==> src/rtl/prog_counter_pkg.sv <==
// Shared constants and direction encoding for the programmable flex counter.
package prog_counter_pkg;

    localparam int DEF_CNT_BITS = 4;
    localparam int DEF_PRESCALE = 1;

    typedef enum logic {
        COUNT_DOWN = 1'b0,
        COUNT_UP   = 1'b1
    } count_dir_e;

endpackage

==> src/rtl/flex_prescaler.sv <==
// Divides enabled cycles by PRESCALE and emits a one-cycle step strobe.
module flex_prescaler
    import prog_counter_pkg::*;
#(
    parameter int PRESCALE = DEF_PRESCALE
) (
    input  logic clk,
    input  logic n_rst,
    input  logic clear_or_load,
    input  logic count_enable,
    output logic step
);

    localparam int PW = (PRESCALE > 1) ? $clog2(PRESCALE) : 1;
    localparam logic [PW-1:0] LAST = PW'(PRESCALE - 1);

    logic [PW-1:0] pcnt;

    // clear/load suppress the strobe so they always win over a step
    assign step = count_enable && !clear_or_load && (pcnt == LAST);

    always_ff @(posedge clk) begin
        if (!n_rst)
            pcnt <= '0;
        else if (clear_or_load)
            pcnt <= '0;
        else if (count_enable)
            pcnt <= step ? '0 : pcnt + PW'(1);
    end

endmodule

==> src/rtl/prog_flex_counter.sv <==
// Up/down counter with runtime terminal value, prescaled stepping and a sticky done flag.
module prog_flex_counter
    import prog_counter_pkg::*;
#(
    parameter int NUM_CNT_BITS = DEF_CNT_BITS,
    parameter int PRESCALE     = DEF_PRESCALE
) (
    input  logic                    clk,
    input  logic                    n_rst,
    input  logic                    clear,
    input  logic                    count_enable,
    input  logic                    count_up,
    input  logic                    load,
    input  logic [NUM_CNT_BITS-1:0] load_val,
    input  logic [NUM_CNT_BITS-1:0] rollover_val,
    output logic [NUM_CNT_BITS-1:0] count_out,
    output logic                    rollover_flag,
    output logic                    done_flag
);

    localparam int N = NUM_CNT_BITS;

    logic         step;
    logic         rv_zero;
    logic [N-1:0] terminal;
    logic [N-1:0] count_next;
    logic         flag_next;
    logic         done_next;

    flex_prescaler #(.PRESCALE(PRESCALE)) u_prescaler (
        .clk          (clk),
        .n_rst        (n_rst),
        .clear_or_load(clear | load),
        .count_enable (count_enable),
        .step         (step)
    );

    always_comb begin
        rv_zero    = (rollover_val == '0);
        terminal   = (count_up == COUNT_UP) ? rollover_val : N'(1);
        count_next = count_out;
        done_next  = done_flag;
        if (clear) begin
            count_next = '0;
            done_next  = 1'b0;
        end else if (load) begin
            count_next = load_val;
        end else if (step) begin
            // a zero terminal value parks the counter at 0 and never wraps
            if (rv_zero)
                count_next = '0;
            else if (count_up == COUNT_UP)
                count_next = (count_out == rollover_val) ? N'(1) : count_out + N'(1);
            else
                count_next = (count_out <= N'(1)) ? rollover_val : count_out - N'(1);
            if (!rv_zero && count_out == terminal)
                done_next = 1'b1;
        end
        // flag looks at the next count so it lines up with count_out
        flag_next = !rv_zero && (count_next == terminal);
    end

    always_ff @(posedge clk) begin
        if (!n_rst) begin
            count_out     <= '0;
            rollover_flag <= 1'b0;
            done_flag     <= 1'b0;
        end else begin
            count_out     <= count_next;
            rollover_flag <= flag_next;
            done_flag     <= done_next;
        end
    end

endmodule

==> config.mk <==
export PLATFORM = sky130hd
export DESIGN_NAME = prog_flex_counter
export DESIGN_NICKNAME = d
export VERILOG_FILES = /design/src/rtl/prog_counter_pkg.sv /design/src/rtl/flex_prescaler.sv /design/src/rtl/prog_flex_counter.sv
export SDC_FILE = /design/constraint.sdc
export NUM_CORES = 1
export LEC_CHECK = 0
export ABC_CLOCK_PERIOD_IN_PS = 2300
export CAP_MARGIN = 20
export CORE_UTILIZATION = 50
export DETAILED_ROUTE_END_ITERATION = 8
export PLACE_DENSITY = 0.78
export SETUP_SLACK_MARGIN = 0.1
export SYNTH_ARGS = -nofsm -noshare
export SYNTH_HDL_FRONTEND = slang
export SYNTH_SLANG_ARGS = --single-unit
export TNS_END_PERCENT = 30
==> constraint.sdc <==
create_clock -name clk -period 2.3 [get_ports clk]
set_clock_uncertainty 0.1 [all_clocks]
set_input_delay 0.23 -clock clk [delete_from_list [all_inputs] [get_ports clk]]
set_output_delay 0.23 -clock clk [all_outputs]
set_load 0.01 [all_outputs]
==> qor.csv <==
metric,value,unit
period_minus_slack,2.160,ns
ys_seq_area_frac,0.1468,
dieArea,2088,µm²
cts_tree,done,
synth_seq_cells,7,
fin_ws,0.1395,ns
grt_start_max_net_pins,14,
die_w,45.70,µm
power.density,322.9,nW/µm²
synth_flop_cell,dfxtp_1,
vdd_drop_max,0.3011,mV
wire_per_inst,16.75,µm
setup_viol,0,
met2_usage,0.5629,
max_cap_viol_count,0,
whs,0.2544,ns
cp_max_fo,7,
worstPathArrival,2.22,ns
nNetsFinal,190,
path_clk_slew,0.05,ns
num_antenna_cells,0,
async_flop_share,0,
port_buffers,19,
grt.busiest_layer,met2,
clock_tree.root_cell,clkbuf_4,
rows,15,
slew_headroom,0.6754,
final_common_cell,buf_4,
synth_edf_count,0,
ant_nets,0,
place_ws,-0.3387,ns
seq_area,145.1,µm²
numCtsBuffers,3,
rsz0062_at_grt,false,
min_period_over_period,0.9393,
num_vias,1235,
antenna_found_initial,0,
finalWeightedCongestion,0.9017,
grt_pass1_wl,4719,µm
dp_hpwl,2311,µm
grt-ovfl-total,0,
drive_gt1_frac,0.3372,
io_pins,20,
areaGrowthSynthToFinish,56.62,%
grt_use_total,0.3162,
coreArea,1764,µm²
initial_utilization,0.5411,
critPathCaptureType,flop,
multi_input_area,828.3,µm²
insertion_delay,0.27,ns
routed_wl,3300,µm
fmax,462.9,MHz
startpoint_type,flop,
maxSlewViolCount,0,
worst_pin_slew,0.4853,ns
hold_path_class,primary input to flop,
cts_num_sinks,7,
yosysUniqueCellTypes,53,
fillCellCount,112,
grt_use_met1,0.3693,
htreeDepth,1,
yosysWarnings,0,
synth.avg_cell_area,7.517,µm²
grt_pass1_vias,1121,
final_cell_mix,"buf_4 (32), clkdlybuf4s50_1 (13), nand2_1 (10)",
syn_nets,144,
drc,0,
die_h,45.70,µm
outcome,"finished, final reports clean",
path_class,flop to flop,
cp_data_required_time,2.36,ns
netlist_instances,127,
hold_violations,0,
leakagePower,0.6042,nW
mappedNetlistArea,954.7,µm²
grtUsageMet3,0.06746,
first_pass_iters,4,
route.detailed.vias_per_inst,6.269,
cts_max_path_buffers,2,
drtIter0Drc,82,
==> worst max-delay path: stages (launching register included) <==
cell	delay, ns
dfxtp_1	0.32
buf_4	0.17
xor2_2	0.20
buf_4	0.17
or4_4	0.42
a2bb2oi_2	0.19
o2111a_1	0.22
a2111oi_2	0.04
and4bb_1	0.20
==> path summary, 6_finish.rpt <==
path | depth (start not counted) | slack, ns | to | start
max | 8 | 0.14 | rollover_flag$_SDFF_PN0_ | count_out[1]$_SDFF_PN0_
min | 3 | 0.25 | u_prescaler.pcnt$_SDFFE_PP0P_ | count_enable
min reg2reg | 2 | 0.39 | done_flag$_SDFFE_PP0P_ | done_flag$_SDFFE_PP0P_
max reg2reg | 8 | 0.14 | rollover_flag$_SDFF_PN0_ | count_out[1]$_SDFF_PN0_
==> sequential cells by signal (all words and copies together) (netlist names) <==
register / flops
count_out: 4
done_flag: 1
rollover_flag: 1
u_prescaler.pcnt: 1
==> stage by stage <==
step / std cells / TNS [ns] / util / instance area, µm² / power, mW
after floorplan: 127 / 0 / - / 954.7 / 0.2407
after global placement: 190 / -0.3588 / 0.7610 / 1343 / 0.3290
after detailed placement: 190 / -0.3387 / 0.7610 / 1343 / 0.3332
after CTS: 197 / 0 / 0.8028 / 1416 / 0.4610
after global routing: 197 / 0 / 0.8475 / 1495 / 0.5074
final: 197 / 0 / 0.8475 / 1495 / 0.4827
==> area by class of cell <==
type / instances / area share
multi-input cells: 100 / 0.5540
repair buffers: 51 / 0.2854
flip-flops and latches: 7 / 0.09707
inverters: 10 / 0.02510
well taps: 25 / 0.02092
clock buffers: 4 / 0.01757
==> cells by family (layout without fill, tap and decap cells) <==
kind of cell,Yosys count,count (layout),synth area share
DFF,7,7,0.1468
buffers and inverters,20,65,0.09306
and+or+nand+nor,53,53,0.3473
adders and majority gates,3,3,0.03932
muxes,1,1,0.01049
xor gates and xnor gates,5,5,0.05375
AOI/OAI and AO/OA,38,38,0.3093
==> Yosys cell counts, types with 2 or more instances <==
cell type / number / share of area
dfxtp_1: 7 / 0.15
o21ai_0: 3 / 0.016
nor3_1: 3 / 0.016
ha_1: 3 / 0.039
nand3b_1: 4 / 0.031
a21o_1: 3 / 0.024
nor2_1: 8 / 0.031
clkbuf_1: 6 / 0.024
nand2_1: 10 / 0.039
buf_2: 2 / 0.010
a2111oi_0: 3 / 0.028
xor2_1: 3 / 0.028
a211oi_1: 4 / 0.031
nor4b_1: 2 / 0.018
or4_1: 2 / 0.016
a21oi_1: 6 / 0.031
or3_1: 2 / 0.013
a32oi_1: 2 / 0.018
o211ai_1: 3 / 0.024
inv_1: 10 / 0.039
nor2b_1: 3 / 0.020
nor4_1: 5 / 0.033
and2_1: 3 / 0.020
==> power by group <==
group / internal, mW / total (mW) / switching, mW
combinational: 0.114 / 0.231 / 0.116
clock: 0.0668 / 0.121 / 0.0541
sequential: 0.125 / 0.131 / 0.00603
total: 0.306 / 0.483 / 0.176
==> layer usage <==
layer,vias to the layer above,part of all wire
met4,0,0.025
li1,574,-
met3,11,0.077
met2,77,0.50
met1,573,0.39
met5,-,0
==> repair_timing <==
action,CTS,global route
setup buffers,3,0
setup endpoints to repair,1,1
resized for setup,12,15
endpoints found under the hold margin,0,0
pin swaps,8,8
hold buffers,0,0
(Power assumes the default switching activity.)
